--- config.mk ---
export PLATFORM = sky130hd
export DESIGN_NAME = fetch_queue
export DESIGN_NICKNAME = d
export VERILOG_FILES = /design/src/rtl/fetch_queue_pkg.sv /design/src/rtl/fq_storage.sv /design/src/rtl/fetch_queue.sv
export SDC_FILE = /design/constraint.sdc
export NUM_CORES = 1
export LEC_CHECK = 0
export ABC_AREA = 1
export CAP_MARGIN = 5
export CORE_AREA = 2 2 173 175
export CTS_BUF_LIST = sky130_fd_sc_hd__clkbuf_4
export DETAILED_ROUTE_END_ITERATION = 6
export DIE_AREA = 0 0 175 177
export GPL_TIMING_DRIVEN = 0
export PLACE_DENSITY = 0.92
export SKIP_CTS_REPAIR_TIMING = 1
export SYNTH_ARGS = -nofsm -noshare
export SYNTH_HDL_FRONTEND = slang
export SYNTH_HIERARCHICAL = 1
export SYNTH_SLANG_ARGS = --single-unit
--- constraint.sdc ---
create_clock -name clk -period 21.9 [get_ports clk]
set_clock_uncertainty 0.15 [all_clocks]
set_input_delay 4.38 -clock clk [delete_from_list [all_inputs] [get_ports clk]]
set_output_delay 4.38 -clock clk [all_outputs]
set_load 0.02 [all_outputs]
--- src/rtl/fetch_queue_pkg.sv ---
// Shared definitions for the fetch queue: instruction/word widths, default depth
// and a saturating increment helper used by the optional statistics counters.
package fetch_queue_pkg;

    localparam int INSTR_LEN = 32;
    localparam int WORD      = 64;
    localparam int FQ_DEPTH  = 4;

    // Adds a small occupancy value to a 32-bit counter, clamping at all ones.
    function automatic logic [31:0] satAdd32(input logic [31:0] base, input logic [31:0] inc);
        logic [32:0] sum;
        sum = {1'b0, base} + {1'b0, inc};
        return sum[32] ? '1 : sum[31:0];
    endfunction

endpackage

--- src/rtl/fq_storage.sv ---
// Entry storage for the fetch queue: DEPTH x WIDTH registers, one write port,
// one asynchronous read port. Contents are deliberately never reset.
module fq_storage #(
    parameter int DEPTH = 4,
    parameter int WIDTH = 96
) (
    input  logic                     clk,
    input  logic                     wr_en_i,
    input  logic [$clog2(DEPTH)-1:0] wr_addr_i,
    input  logic [WIDTH-1:0]         wr_data_i,
    input  logic [$clog2(DEPTH)-1:0] rd_addr_i,
    output logic [WIDTH-1:0]         rd_data_o
);

    logic [WIDTH-1:0] mem_q [DEPTH];

    always_ff @(posedge clk) begin
        if (wr_en_i) begin
            mem_q[wr_addr_i] <= wr_data_i;
        end
    end

    assign rd_data_o = mem_q[rd_addr_i];

endmodule

--- src/rtl/fetch_queue.sv ---
// Fetch-to-decode instruction buffer with valid/ready on both sides and a flush
// that discards every entry. Define FETCH_QUEUE_STATS_EN to add stall/flush counters.
module fetch_queue
    import fetch_queue_pkg::*;
#(
    parameter int DEPTH   = FQ_DEPTH,
    parameter int INSTR_W = INSTR_LEN,
    parameter int PC_W    = WORD
) (
    input  logic                     clk,
    input  logic                     reset,
    input  logic                     flush,
    input  logic                     in_valid,
    output logic                     in_ready,
    input  logic [INSTR_W-1:0]       in_instr,
    input  logic [PC_W-1:0]          in_pc,
    output logic                     out_valid,
    input  logic                     out_ready,
    output logic [INSTR_W-1:0]       out_instr,
    output logic [PC_W-1:0]          out_pc,
    output logic [$clog2(DEPTH):0]   count
`ifdef FETCH_QUEUE_STATS_EN
    ,
    output logic [31:0]              stall_cycles,
    output logic [31:0]              flushed_entries
`endif
);

    localparam int AW = $clog2(DEPTH);
    localparam int CW = AW + 1;
    localparam int EW = INSTR_W + PC_W;
    localparam logic [CW-1:0] FULL_CNT = CW'(DEPTH);

    logic [AW-1:0] wr_ptr_q, wr_ptr_d;
    logic [AW-1:0] rd_ptr_q, rd_ptr_d;
    logic [CW-1:0] count_q, count_d;
    logic          push, pop;
    logic [EW-1:0] head;

    // Full/empty come from the count register alone, so neither handshake
    // output has a combinational path from any input.
    assign in_ready  = (count_q < FULL_CNT);
    assign out_valid = (count_q != '0);
    assign count     = count_q;

    assign push = in_valid & in_ready & ~flush;
    assign pop  = out_valid & out_ready & ~flush;

    always_comb begin
        wr_ptr_d = wr_ptr_q;
        rd_ptr_d = rd_ptr_q;
        count_d  = count_q;
        if (flush) begin
            wr_ptr_d = '0;
            rd_ptr_d = '0;
            count_d  = '0;
        end else begin
            if (push) wr_ptr_d = wr_ptr_q + AW'(1);
            if (pop)  rd_ptr_d = rd_ptr_q + AW'(1);
            case ({push, pop})
                2'b10:   count_d = count_q + CW'(1);
                2'b01:   count_d = count_q - CW'(1);
                default: count_d = count_q;
            endcase
        end
    end

    always_ff @(posedge clk) begin
        if (reset) begin
            wr_ptr_q <= '0;
            rd_ptr_q <= '0;
            count_q  <= '0;
        end else begin
            wr_ptr_q <= wr_ptr_d;
            rd_ptr_q <= rd_ptr_d;
            count_q  <= count_d;
        end
    end

    fq_storage #(
        .DEPTH (DEPTH),
        .WIDTH (EW)
    ) u_storage (
        .clk       (clk),
        .wr_en_i   (push),
        .wr_addr_i (wr_ptr_q),
        .wr_data_i ({in_instr, in_pc}),
        .rd_addr_i (rd_ptr_q),
        .rd_data_o (head)
    );

    // Stale storage is masked so decode never sees leftovers from a flushed path.
    assign out_instr = out_valid ? head[EW-1:PC_W] : '0;
    assign out_pc    = out_valid ? head[PC_W-1:0]  : '0;

`ifdef FETCH_QUEUE_STATS_EN
    logic [31:0] stall_q, stall_d;
    logic [31:0] flushed_q, flushed_d;

    always_comb begin
        stall_d   = stall_q;
        flushed_d = flushed_q;
        if (in_valid && !in_ready) stall_d = satAdd32(stall_q, 32'd1);
        if (flush)                 flushed_d = satAdd32(flushed_q, 32'(count_q));
    end

    always_ff @(posedge clk) begin
        if (reset) begin
            stall_q   <= '0;
            flushed_q <= '0;
        end else begin
            stall_q   <= stall_d;
            flushed_q <= flushed_d;
        end
    end

    assign stall_cycles    = stall_q;
    assign flushed_entries = flushed_q;
`endif

endmodule

# Yosys cells after proc, flatten, opt, wreduce, memory -nomap -nowiden
# Memories as Yosys holds them, arrays and structs flattened. A register that Yosys moved wholly into a read port is not among the register bits.
# Cells that the tools add are included.
[totals] regBits=7 mem_bits_rw=384 in_bits=101 out_inout_bits=101 mem_count=1
[classes] n_addsub=4 n_lt_le_gt_ge=1 eq_ne=2 mux=7 bitwise=5 n_reduce_logical=3
[mem_list] memory="u_storage.mem_q" words=4 width=96 rd=1 rd_ports_with_merged_regs=1 write_ports=1 line="fq_storage.sv:15" source="logic [WIDTH-1:0] mem_q [DEPTH];"
[op_table] cell="$mux W64" count=1
[op_table] cell="$mux W32" count=1
[op_table] cell="$pmux W3 S2" count=1
[op_table] cell="$add A2 B1 Y2 const B" count=2
[op_table] cell="$and A1 B1 Y1" count=4
[op_table] cell="$mux W2" count=2
[op_table] cell="$add A3 B1 Y3 const B" count=1
[op_table] cell="$lt A3 B3 Y1 const B" count=1
[op_table] cell="$reduce_bool A3 Y1" count=1
[op_table] cell="$sub A3 B1 Y3 const B" count=1
[op_table] cell="$eq A2 B1 Y1 const B" count=1
[op_table] cell="$eq A2 B2 Y1 const B" count=1
[op_table] cell="$mux W1" count=2
[op_table] cell="$reduce_bool A2 Y1" count=1
[op_table] cell="$reduce_or A2 Y1" count=1
[op_table] cell="$not A1 Y1" count=1

# Longest topological paths before layout
# Gate-level depths: netlist of the first run.
[depth] word_depth=5 depth_mapped=13

# Modules after synthesis
# Netlist of the first run, hierarchy kept.
[modules_own_cells] module="fq_storage" instances=1 cells_per_inst=1512 area_per_inst_um2=16077.9 seq_area_each_um2=11531.1
[modules_own_cells] module="fetch_queue" instances=1 cells_per_inst=259 area_per_inst_um2=1177.4 seq_area_each_um2=140.1

# Worst setup path after synthesis of the first run
# No wires, ideal clock.
[synth_timing] kind="in2reg" startpoint="input flush" endpoint="memory u_storage.mem_q[1][0], enable pin" setup_ns=0.669 arrival_time_ns=11.182 path_slack_ns=9.899 path_stages=5 path_cell_list="inv_1 > nand3_1 > inv_1 > inv_1 > nor3_1"
[synth_between] elab_chain_len=4
[synth_rtl] element="from (decl)" line="fetch_queue.sv:12" source="input logic flush,"
[synth_rtl] element="$not A1 Y1" line="fetch_queue.sv:46" source="assign push = in_valid & in_ready & ~flush;"
[synth_rtl] element="$and A1 B1 Y1" line="fetch_queue.sv:46"
[synth_rtl] element="net push" line="fetch_queue.sv:37" source="logic push, pop;"
[synth_rtl] element="$mux W1" line="fq_storage.sv:18" source="if (wr_en_i) begin"
[synth_rtl] element="$mux W1 (not written as such)" line="fq_storage.sv:19" source="mem_q[wr_addr_i] <= wr_data_i;"
[synth_rtl] element="to (decl)" line="fq_storage.sv:15"
# The timed path passes the listed nets, and every way through them passes these cells.

==> PnR_summary.wiki, run 1 <==
{| class="wikitable"
! Metric !! Value
|-
| Status || finished, violations left
|-
| Violations in the final reports || design-rule violations
|-
| Cell family contributing the most delay on the critical path || buffers and inverters
|-
| Count of distinct cell types in the synthesized netlist || 19
|-
| Share of power burned in registers || 0.545
|-
| Horizontal die dimension || 175 um
|-
| Starting density of the core || 0.590
|-
| Part of the total power dissipated in combinational logic || 0.075
|-
| Filler Cell Count || between 1500 and 2000
|-
| Clock tree from TritonCTS || done
|-
| Post-synthesis instance total || 1771
|-
| Register area || 11700 um^2
|-
| Largest area contributor in the synthesized netlist || sky130_fd_sc_hd__edfxtp_1
|-
| Count of final max-slew check failures || 0
|-
| Clock latency at the later pin of the worst-skew pair || 0.68 ns
|-
| Power density over the cells || 71.6 nW/um^2
|-
| Tightest Hold Check Type || flop to flop
|-
| Post-route minimum period || 7.52 ns
|-
| Placed standard-cell area || 20200 um^2
|-
| Destination of the worst hold path || count[0]
|-
| Count of pins on the block boundary || 202
|-
| Min-Delay Startpoint || count[0]
|-
| Per-instance average area after synthesis || 9.74 um^2
|-
| Die Outline Area || 31000 um^2
|-
| Synthesized area || 17300 um^2
|-
| Sort of element at the start of the critical path || flop
|-
| Worst-case clock buffer depth || 3
|-
| Area growth from synthesis to final layout || 24.1%
|-
| Cell-internal power || 0.00119 W
|-
| Fin nets || 2214
|-
| Category of the worst setup path capture point || output pin
|-
| Net switching component of the power || around 0.00035 W
|-
| End of the worst register-to-register path || u_storage/mem_q[1][61]
|-
| Data required time at the worst endpoint || 17.37 ns
|-
| Most used cell along the critical path || sky130_fd_sc_hd__buf_2
|-
| Transition time of the tightest slew-check pin || 0.910 ns
|-
| I/O Buffers || 201
|-
| Num CTS Buffers || 97
|-
| Top-area cell type share of the netlist area || 0.668
|-
| Hold WS || 0.385 ns
|-
| Leading post-synthesis cells by instance count || sky130_fd_sc_hd__inv_1 (496), sky130_fd_sc_hd__nand2_1 (491), sky130_fd_sc_hd__edfxtp_1 (384)
|-
| Worst-path maximum fanout || 10
|-
| Number of clock sinks seen by CTS || 391
|-
| DP Wirelength || 28900 um
|-
| Warnings from Yosys || 6
|-
| Count of nets left with antenna violations after detail routing || 0
|-
| Maximum vdd drop || 46.9 uV
|-
| GRT Resource Usage Total || 0.275
|-
| Final RePlAce weighted congestion || 0.787
|-
| Library cell contributing the largest single delay on the critical path || sky130_fd_sc_hd__clkdlybuf4s50_1
|-
| Register bit total from synthesis || 391
|-
| Share of the clock period used by the worst path after layout || 0.343
|-
| Dominant register cell in the synthesized netlist || sky130_fd_sc_hd__edfxtp_1
|-
| Via count of the first global-routing pass || 13623
|-
| Number of detailed-route iterations in the first pass || 7
|-
| Path depth of the worst reg2reg path || 9
|-
| Num rows || 63
|-
| Async set-or-reset flop fraction in the synthesized netlist || 0
|-
| Final instance area || 21400 um^2
|-
| DRC violations left || 2
|-
| Number of flops mapped to enable cells by yosys || 384
|-
| Antenna violations before repair || 5
|-
| Crit path arrival time || between 2 and 3 ns
|-
| Timing-limited maximum frequency || 0.133 GHz
|-
| Core footprint || between 20000 and 30000 um^2
|-
| Worst r2r src || count[2]
|-
| Root buffer selected by CTS || sky130_fd_sc_hd__clkbuf_4
|-
| Leakage power summed over all cells || 9.98 nW
|-
| Clock slew seen by the registers of the worst setup and hold paths || ~0.07 ns
|-
| Synthesized netlist net count || around 1900
|-
| Clock power frac || 0.380
|-
| Average via count per standard cell || just over 5
|-
| Pin count of the biggest net entering global routing || 14
|-
| Category of the most critical setup path || flop to output pin
|-
| First-pass GRT wire length || about 66000 um
|-
| Portion of the post-synthesis area used by sequential elements || 0.676
|-
| Multi-input combinational cell area || approximately 3300 um^2
|-
| Average wire per standard cell || 16.5 um
|-
| Die height || 177 um
|-
| Crit path cell chain || buf_2, buf_2, buf_2, nand3_1, nand2_1, inv_1, nor2_1, clkdlybuf4s50_1
|-
| Switching power share of the total || 0.225
|-
| Number of violations of the max-capacitance limit || 0
|-
| RSZ-0062 raised after global routing || no
|-
| Hold Path Cell Cnt || 1
|-
| Number of H-tree levels || 3
|-
| Iteration-0 DRC count of the detailed router || around 1400
|-
| Slowest cell delay on critical path || 0.63 ns
|-
| Library cell with the highest instance count after synthesis || sky130_fd_sc_hd__inv_1
|-
| Final setup TNS || 0 ns
|-
| Final setup vio count || 0
|-
| Total wire length || around 42000 um
|-
| Vias post-DR || 13061
|-
| Top cells by area in the synthesized netlist || sky130_fd_sc_hd__edfxtp_1 (67%), sky130_fd_sc_hd__inv_1 (11%), sky130_fd_sc_hd__nand2_1 (11%)
|-
| Hold violation total from the final report || 0
|-
| Total buffers and inverters traversed by the critical path || 5
|-
| Slew headroom || 0.390
|-
| Internal reg-to-reg setup slack || 19.14 ns
|-
| Fraction of layout instances using a drive strength above 1 || 0.117
|-
| GRT Residual Overflow || 0
|}
-- routing by layer --
metal | global-route usage | part of all wire
met1 | 0.318 | 0.36
met2 | 0.485 | 0.51
met3 | 0.0526 | 0.086
met4 | 0.153 | 0.042
met5 | 0 | 0.00031
-- sequential cells by signal (all words and copies together), names as in the netlist --
register,count
count,3
rd_ptr_q,2
wr_ptr_q,2
u_storage/mem_q,384
-- worst max-delay path by stage --
stage,startpoint,to,cells past startpoint
floorplan,flush,u_storage/mem_q[1][0],5
global route,rd_ptr_q[1],out_instr[27],8
global placement,flush,u_storage/mem_q[2][63],6
finish,rd_ptr_q[1],out_instr[29],8
CTS,rd_ptr_q[1],out_pc[56],8
detailed placement,flush,u_storage/mem_q[1][62],10
-- kinds of logic (layout without fill, tap and decap cells) --
group           after synthesis  after routing  synth area share
compound gates                5              5           0.00145
fa+ha+maj                     2              2           0.00189
buf+inv                     572            975             0.131
flops                       391            391             0.676
other cells                   0              3                 0
simple gates                801            801             0.189
-- stage by stage --
step / utilization / total power, W / setup WS [ns] / instances
2_1_floorplan: - / 0.000905 / 9.90 / 1771
3_3_place_gp: 0.676 / 0.000961 / 4.60 / 2362
3_5_place_dp: 0.692 / 0.000966 / 14.68 / 2402
4_1_cts: 0.732 / 0.00155 / 14.33 / 2564
5_1_grt: 0.732 / 0.00159 / 14.22 / 2567
6_report: 0.732 / 0.00153 / 14.38 / 2567
-- power groups by stage --
| stage | Sequential [W] | Clock [W] | Combinational [W] |
|---|---|---|---|
| global route | 0.000836 | 0.000634 | 0.000124 |
| floorplan | 0.000854 | 0 | 0.0000505 |
| CTS | 0.000836 | 0.000596 | 0.000114 |
| global placement | 0.000856 | 0 | 0.000105 |
| detailed placement | 0.000852 | 0 | 0.000113 |
| finish | 0.000836 | 0.000583 | 0.000114 |
-- cell type report --
cell class / instances / share of cell area
flip-flops and latches: 391 / 0.545
multi-input cells: 808 / 0.156
repair buffers: 241 / 0.115
inverters: 499 / 0.0875
clock buffers: 135 / 0.0473
well taps: 390 / 0.0228
plain buffers: 73 / 0.0180
clock inverters: 27 / 0.00771
diodes: 3 / 0.000351
-- cells in the final DEF (no fill, tap or decap), types with 19 or more instances in the layout --
cell                              count
sky130_fd_sc_hd__nand2_1            491
sky130_fd_sc_hd__inv_1              496
sky130_fd_sc_hd__clkinv_1            19
sky130_fd_sc_hd__buf_6               41
sky130_fd_sc_hd__nand3_1            197
sky130_fd_sc_hd__clkbuf_4           135
sky130_fd_sc_hd__buf_2               56
sky130_fd_sc_hd__clkdlybuf4s50_1    201
sky130_fd_sc_hd__edfxtp_1           384
sky130_fd_sc_hd__nor2_1             105
Note: power is estimated with default switching activity, not from simulation.
==> run 2, diff against run 1 <==
CORE_AREA = 2 2 184 186   (was 2 2 173 175)
DIE_AREA = 0 0 186 188   (was 0 0 175 177)
PLACE_DENSITY = 0.86   (was 0.92)
clock period = 6.4 ns   (was 21.9 ns; I/O delays follow)
==> run 2 against run 1 <==
Compared with the run above: the flow now finishes without violations; critical path depth unchanged; sequential share of layout area decreased by 0.25 points; sequential power increased to 3.4 times the previous value; first-iteration DRC count decreased by 43%; clock-buffer cell count increased by 2; largest power group unchanged; total power increased to 3.4 times the previous value; cell area increased by 0.47%; critical path type unchanged; non-clock buffer count increased by 3.
==> PnR_summary.wiki, run 2 (synthesized netlist as in run 1, its figures left out) <==
{| class="wikitable"
! Metric !! Value
|-
| Number of H-tree levels || 3 (unchanged)
|-
| GRT Resource Usage Total || 0.235 (-0.0400)
|-
| Leakage power summed over all cells || 10.0 nW (+0.24%)
|-
| Max FFs per register || 384 (unchanged)
|-
| Average wire per standard cell || 15.4 um (-6.8%)
|-
| Post-route minimum period || 4.38 ns
|-
| Fraction of layout instances using a drive strength above 1 || 0.119 (+0.00210)
|-
| Sort of element at the start of the critical path || flop
|-
| Clock tree from TritonCTS || done
|-
| Starting density of the core || 0.521 (-0.0689)
|-
| Die Outline Area || 35000 um^2 (+13%)
|-
| Final instance area || 21500 um^2 (+0.47%)
|-
| Worst-path maximum fanout || 10 (unchanged)
|-
| Worst r2r src || count[2]
|-
| Critical Path Source || rd_ptr_q[1]
|-
| I/O Buffers || 201 (unchanged)
|-
| Transition time of the tightest slew-check pin || 0.994 ns (+0.0847 ns)
|-
| Status || finished, final reports clean
|-
| Final setup vio count || 0 (unchanged)
|-
| Most used cells in the layout excluding fill and tap cells || sky130_fd_sc_hd__inv_1 (496), sky130_fd_sc_hd__nand2_1 (491), sky130_fd_sc_hd__edfxtp_1 (384)
|-
| DRC violations left || 0 (-2)
|-
| Switching power share of the total || 0.228 (+0.00238)
|-
| GRT Residual Overflow || 0 (unchanged)
|-
| Clock slew seen by the registers of the worst setup and hold paths || 0.07 ns (about the same)
|-
| Slew headroom || 0.334 (-0.0568)
|-
| Core footprint || 33100 um^2 (+13%)
|-
| Clock power frac || 0.374 (-0.006)
|-
| Worst-case clock buffer depth || 3 (unchanged)
|-
| Tightest Hold Check Type || flop to flop
|-
| Num rows || 67 (+6.3%)
|-
| Clock latency at the later pin of the worst-skew pair || 0.72 ns (+0.04 ns)
|-
| First-pass GRT wire length || 62900 um (-4.4%)
|-
| Count of nets left with antenna violations after detail routing || 0 (unchanged)
|-
| Category of the worst setup path capture point || output pin
|-
| Crit path arrival time || 2.95 ns (-0.04 ns)
|-
| Power consumption || 0.00519 W (+240%)
|-
| DP Wirelength || 28200 um (-2.4%)
|-
| Vias post-DR || 12723 (-2.6%)
|-
| Root buffer selected by CTS || sky130_fd_sc_hd__clkbuf_4
|-
| Timing-limited maximum frequency || between 0.2 and 0.25 GHz
|-
| Hold violation total from the final report || 0 (unchanged)
|-
| Placed standard-cell area || 20300 um^2 (+0.51%)
|-
| Die height || 188 um (+6.2%)
|-
| Pin count of the biggest net entering global routing || 13 (-1)
|-
| Total wire length || 40600 um (-4.1%)
|-
| Category of the most critical setup path || flop to output pin
|-
| Area growth from synthesis to final layout || 24.7%
|-
| Number of clock sinks seen by CTS || 391 (unchanged)
|-
| Share of the clock period used by the worst path after layout || 0.685
|-
| RSZ-0062 raised after global routing || no
|-
| Fin nets || 2215 (+0.045%)
|-
| Most common cell after layout, fill and taps aside || sky130_fd_sc_hd__inv_1
|-
| Maximum vdd drop || 168 uV (+260%)
|-
| Min-Delay Startpoint || count[0]
|-
| Count of final max-slew check failures || 0 (unchanged)
|-
| Data required time at the worst endpoint || 4.97 ns (-12.40 ns)
|-
| Filler Cell Count || 2447 (+31%)
|-
| Iteration-0 DRC count of the detailed router || 764 (-43%)
|-
| Num CTS Buffers || 95 (-2.1%)
|-
| Register bank with the most flops || u_storage/mem_q
|-
| Antenna violations before repair || 9 (+4)
|-
| Average via count per standard cell || 4.82 (-5.3%)
|-
| Horizontal die dimension || 186 um (+6.3%)
|-
| Final RePlAce weighted congestion || 0.750 (-4.8%)
|-
| Cell-internal power || 0.00400 W (+240%)
|-
| Number of detailed-route iterations in the first pass || 7 (unchanged)
|-
| Share of power burned in registers || 0.551 (+0.006)
|-
| Number of violations of the max-capacitance limit || 0 (unchanged)
|-
| Power density over the cells || 241 nW/um^2 (+240%)
|-
| Final setup TNS || 0 ns (unchanged)
|-
| Part of the total power dissipated in combinational logic || 0.075 (about the same)
|-
| Net switching component of the power || 0.00118 W (+240%)
|-
| Count of pins on the block boundary || 202 (unchanged)
|-
| Via count of the first global-routing pass || 12694 (-6.8%)
|}
-- run 2: metrics by stage --
stage	std cells	util	hold WS (ns)	worst slack, ns
2_1_floorplan	1771	-	0.339	-2.50
3_3_place_gp	2420	0.599	0.331	-8.14
3_5_place_dp	2463	0.614	0.347	2.36
4_1_cts	2634	0.649	0.356	1.96
5_1_grt	2639	0.650	0.410	1.81
6_report	2640	0.650	0.365	2.02
-- run 2: final timing paths --
| path | endpoint | slack [ns] | depth (start not counted) |
|---|---|---|---|
| worst max register to register | u_storage/mem_q[0][57] | 3.75 | 8 |
| worst min register to register | count[0] | 0.37 | 1 |
| worst max-delay path | out_instr[30] | 2.02 | 8 |
| worst min-delay path | count[0] | 0.37 | 1 |
-- run 2: area by class of cell --
class                           count  area [um^2]  area share
Sequential cell                   391        11700       0.543
Multi-Input combinational cell    808         3350       0.156
Timing Repair Buffer              244         2490       0.116
Inverter                          499         1870      0.0871
Clock buffer                      137         1030      0.0478
Tap cell                          448          561      0.0261
Buffer                             73          385      0.0179
Clock inverter                     34          140     0.00651
Antenna cell                        6         15.0    0.000698
-- run 2: power by group through the flow --
stage                     logic [W]  registers [W]  clock network, W
after floorplan            0.000173        0.00292                 0
after global placement     0.000362        0.00293                 0
after detailed placement   0.000387        0.00292                 0
after CTS                  0.000390        0.00286           0.00199
after global routing       0.000422        0.00286           0.00213
final                      0.000388        0.00286           0.00194
-- run 2: per-layer routing --
metal / up-vias / wire [um] / GRT usage
met5: - / 41 / 0
met4: 6 / 1170 / 0.0993
met3: 102 / 3460 / 0.0542
met2: 590 / 21100 / 0.415
met1: 5877 / 14900 / 0.273
li1: 6148 / - / -
-- run 2: critical path, stage by stage, from the launching register on --
cell and delay, ns:
sky130_fd_sc_hd__dfxtp_1 0.36, sky130_fd_sc_hd__buf_2 0.25, sky130_fd_sc_hd__buf_2 0.32, sky130_fd_sc_hd__buf_2 0.31, sky130_fd_sc_hd__nand3_1 0.11, sky130_fd_sc_hd__nand2_1 0.09, sky130_fd_sc_hd__inv_1 0.06, sky130_fd_sc_hd__nor2_1 0.12
sky130_fd_sc_hd__clkdlybuf4s50_1 0.64
==> run 3, diff against run 2 <==
CORE_AREA = 2 2 176 178   (was 2 2 184 186)
DIE_AREA = 0 0 178 180   (was 0 0 186 188)
PLACE_DENSITY = 0.89   (was 0.86)
clock period = 4.15 ns   (was 6.4 ns; I/O delays follow)
==> run 3 against run 2 <==
Compared with the run above: global-route usage up 3.2 points; register-to-register slack got worse by 2.3 ns; hold slack is essentially flat; worst setup slack got worse by 1.8 ns; wire length up 4.4%; sequential power is 54% higher; via count grew 2.1%; critical path type unchanged; largest cell class unchanged.
==> PnR_summary.wiki, run 3 (synthesized netlist as in run 1, its figures left out) <==
{| class="wikitable"
! Metric !! Value
|-
| Status || finished, final reports clean
|-
| Transition time of the tightest slew-check pin || 0.918 ns (-0.0761 ns)
|-
| Count of nets left with antenna violations after detail routing || 0 (unchanged)
|-
| Vias post-DR || 12984 (+2.1%)
|-
| Count of final max-slew check failures || 0 (unchanged)
|-
| Slew headroom || 0.386 (+0.0524)
|-
| Min-Delay Startpoint || count[0]
|-
| RSZ-0062 raised after global routing || no
|-
| Post-route minimum period || ~4 ns
|-
| Final RePlAce weighted congestion || 0.821 (+9.4%)
|-
| Tightest Hold Check Type || flop to flop
|-
| Num rows || 64 (-4.5%)
|-
| Number of detailed-route iterations in the first pass || 5 (-2)
|-
| End of the worst register-to-register path || u_storage/mem_q[0][45]
|-
| Fraction of layout instances using a drive strength above 1 || 0.111 (-0.00747)
|-
| Via count of the first global-routing pass || 13366 (+5.3%)
|-
| Iteration-0 DRC count of the detailed router || 1215 (+59%)
|-
| Clock latency at the later pin of the worst-skew pair || 0.69 ns (-0.03 ns)
|-
| Library cell contributing the largest single delay on the critical path || sky130_fd_sc_hd__clkdlybuf4s50_1
|-
| Worst-path maximum fanout || 10 (unchanged)
|-
| Horizontal die dimension || 178 um (-4.3%)
|-
| Average via count per standard cell || 5.07 (+5.1%)
|-
| Most used cell along the critical path || sky130_fd_sc_hd__buf_2
|-
| Fin nets || 2196 (-0.86%)
|-
| Average wire per standard cell || 16.5 um (+7.5%)
|-
| Post-placement cell count || 2392 (-2.9%)
|-
| Crit path cell chain || buf_2, buf_2, buf_2, nand3_1, nand2_1, inv_1, nor2_1, clkdlybuf4s50_1
|-
| Pin count of the biggest net entering global routing || 19 (+6)
|-
| Core footprint || 30200 um^2 (-8.8%)
|-
| Hold violation total from the final report || 0 (unchanged)
|-
| Destination of the worst hold path || count[0]
|-
| Post-placement setup slack || 0.577 ns (-1.78 ns)
|-
| Total buffers and inverters traversed by the critical path || 5 (unchanged)
|-
| First-pass GRT wire length || 65900 um (+4.8%)
|-
| Crit path setup slack, layout || 0.203 ns (-1.81 ns)
|-
| Category of the most critical setup path || flop to output pin
|-
| Die Outline Area || 32000 um^2 (-8.4%)
|-
| Root buffer selected by CTS || sky130_fd_sc_hd__clkbuf_4
|-
| GRT Resource Usage Total || 0.267 (+0.0321)
|-
| Number of H-tree levels || 3 (unchanged)
|-
| Crit path arrival time || 2.97 ns (+0.02 ns)
|-
| Filler Cell Count || 2001 (-18%)
|-
| Most common cell after layout, fill and taps aside || sky130_fd_sc_hd__inv_1
|-
| Most used cells in the layout excluding fill and tap cells || sky130_fd_sc_hd__inv_1 (496), sky130_fd_sc_hd__nand2_1 (491), sky130_fd_sc_hd__edfxtp_1 (384)
|-
| Share of the clock period used by the worst path after layout || 0.951
|-
| Path depth of the worst reg2reg path || 8 (unchanged)
|-
| Num CTS Buffers || 95 (unchanged)
|-
| Area growth from synthesis to final layout || 25.2%
|-
| Number of violations of the max-capacitance limit || 0 (unchanged)
|-
| Category of the worst setup path capture point || output pin
|-
| Internal reg-to-reg setup slack || 1.46 ns (-2.29 ns)
|-
| I/O Buffers || 201 (unchanged)
|-
| DRC violations left || 0 (unchanged)
|-
| Leakage power summed over all cells || 10.0 nW (about the same)
|-
| Timing-limited maximum frequency || ~0.25 GHz
|-
| Max FFs per register || 384 (unchanged)
|-
| Number of cells in the finished layout apart from fillers || 2563 (-2.9%)
|-
| Final setup TNS || 0 ns (unchanged)
|-
| Worst-case clock buffer depth || 3 (unchanged)
|-
| Data required time at the worst endpoint || 3.17 ns (-1.80 ns)
|-
| Final setup vio count || 0 (unchanged)
|-
| Starting density of the core || 0.572 (+0.0505)
|-
| Die height || 180 um (-4.3%)
|-
| Power density over the cells || 376 nW/um^2 (+56%)
|-
| Worst r2r src || count[2]
|-
| Power consumption || 0.00812 W (+57%)
|-
| GRT Residual Overflow || 0 (unchanged)
|-
| Slowest cell delay on critical path || 0.63 ns (about the same)
|-
| Register bank with the most flops || u_storage/mem_q
|-
| Clock tree from TritonCTS || done
|-
| Cell family contributing the most delay on the critical path || buffers and inverters
|-
| Sort of element at the start of the critical path || flop
|-
| Clock slew seen by the registers of the worst setup and hold paths || 0.06 ns (about the same)
|-
| Hold Path Cell Cnt || 1 (unchanged)
|-
| Maximum vdd drop || 268 uV (+60%)
|-
| Count of pins on the block boundary || 202 (unchanged)
|-
| DP Wirelength || 28200 um (+0.23%)
|-
| Number of clock sinks seen by CTS || 391 (unchanged)
|-
| Total wire length || 42400 um (+4.4%)
|-
| Antenna violations before repair || 4 (-5)
|}
run 3: cell count changes in the layout (fill, tap and decap cells not counted), sizes merged:
cell	previous run	this run
clkinv	32	25
buf	105	86
clkbuf	148	147
diode	6	5
bufinv	0	2
inv	500	499
clkinvlp	1	3
run 3: how the worst max path moves through the flow:
stage / from / endpoint / slack (ns) / cells past startpoint
floorplan: flush / u_storage/mem_q[0][0] / -1.37 / 5
global placement: flush / u_storage/mem_q[0][55] / -4.75 / 6
detailed placement: flush / u_storage/mem_q[0][26] / 0.58 / 9
CTS: rd_ptr_q[1] / out_pc[59] / 0.14 / 8
global route: rd_ptr_q[1] / out_pc[53] / 0.05 / 8
finish: rd_ptr_q[1] / out_instr[0] / 0.20 / 8
run 3: where the power goes:
part	switching (W)	internal, W
sequential	0.0000160	0.00440
combinational	0.000349	0.000264
clock	0.00146	0.00163
run 3: routing by layer:
layer	vias to the layer above	routed length (um)	global-route usage
met4	2	1460	0.122
met2	670	21700	0.468
met5	-	13	0
met3	128	3870	0.0571
li1	6127	-	-
met1	6057	15300	0.314
run 3: layout make-up:
class	instances	area (um^2)	share of cell area
Antenna cell	5	12.5	0.000579
Clock inverter	30	183	0.00845
Inverter	499	1870	0.0867
Tap cell	396	495	0.0229
Buffer	73	385	0.0178
Sequential cell	391	11700	0.540
Clock buffer	136	1020	0.0472
Timing Repair Buffer	225	2600	0.120
Multi-Input combinational cell	808	3370	0.156
run 3: worst reg2reg max path: stages (launching register included):
cell                      delay (ns)
sky130_fd_sc_hd__dfxtp_1        0.34
sky130_fd_sc_hd__inv_1          0.14
sky130_fd_sc_hd__nand3_1        0.12
sky130_fd_sc_hd__inv_1          0.10
sky130_fd_sc_hd__inv_1          0.16
sky130_fd_sc_hd__nor3_4         0.74
sky130_fd_sc_hd__buf_16         0.24
sky130_fd_sc_hd__buf_16         0.18
sky130_fd_sc_hd__buf_16         0.18
run 3: metrics by stage:
step	instance area, um^2	utilization	hold slack, ns
floorplan	17300	-	0.339
global placement	19800	0.655	0.338
detailed placement	20400	0.676	0.359
CTS	21600	0.715	0.363
global route	21600	0.716	0.384
finish	21600	0.716	0.365
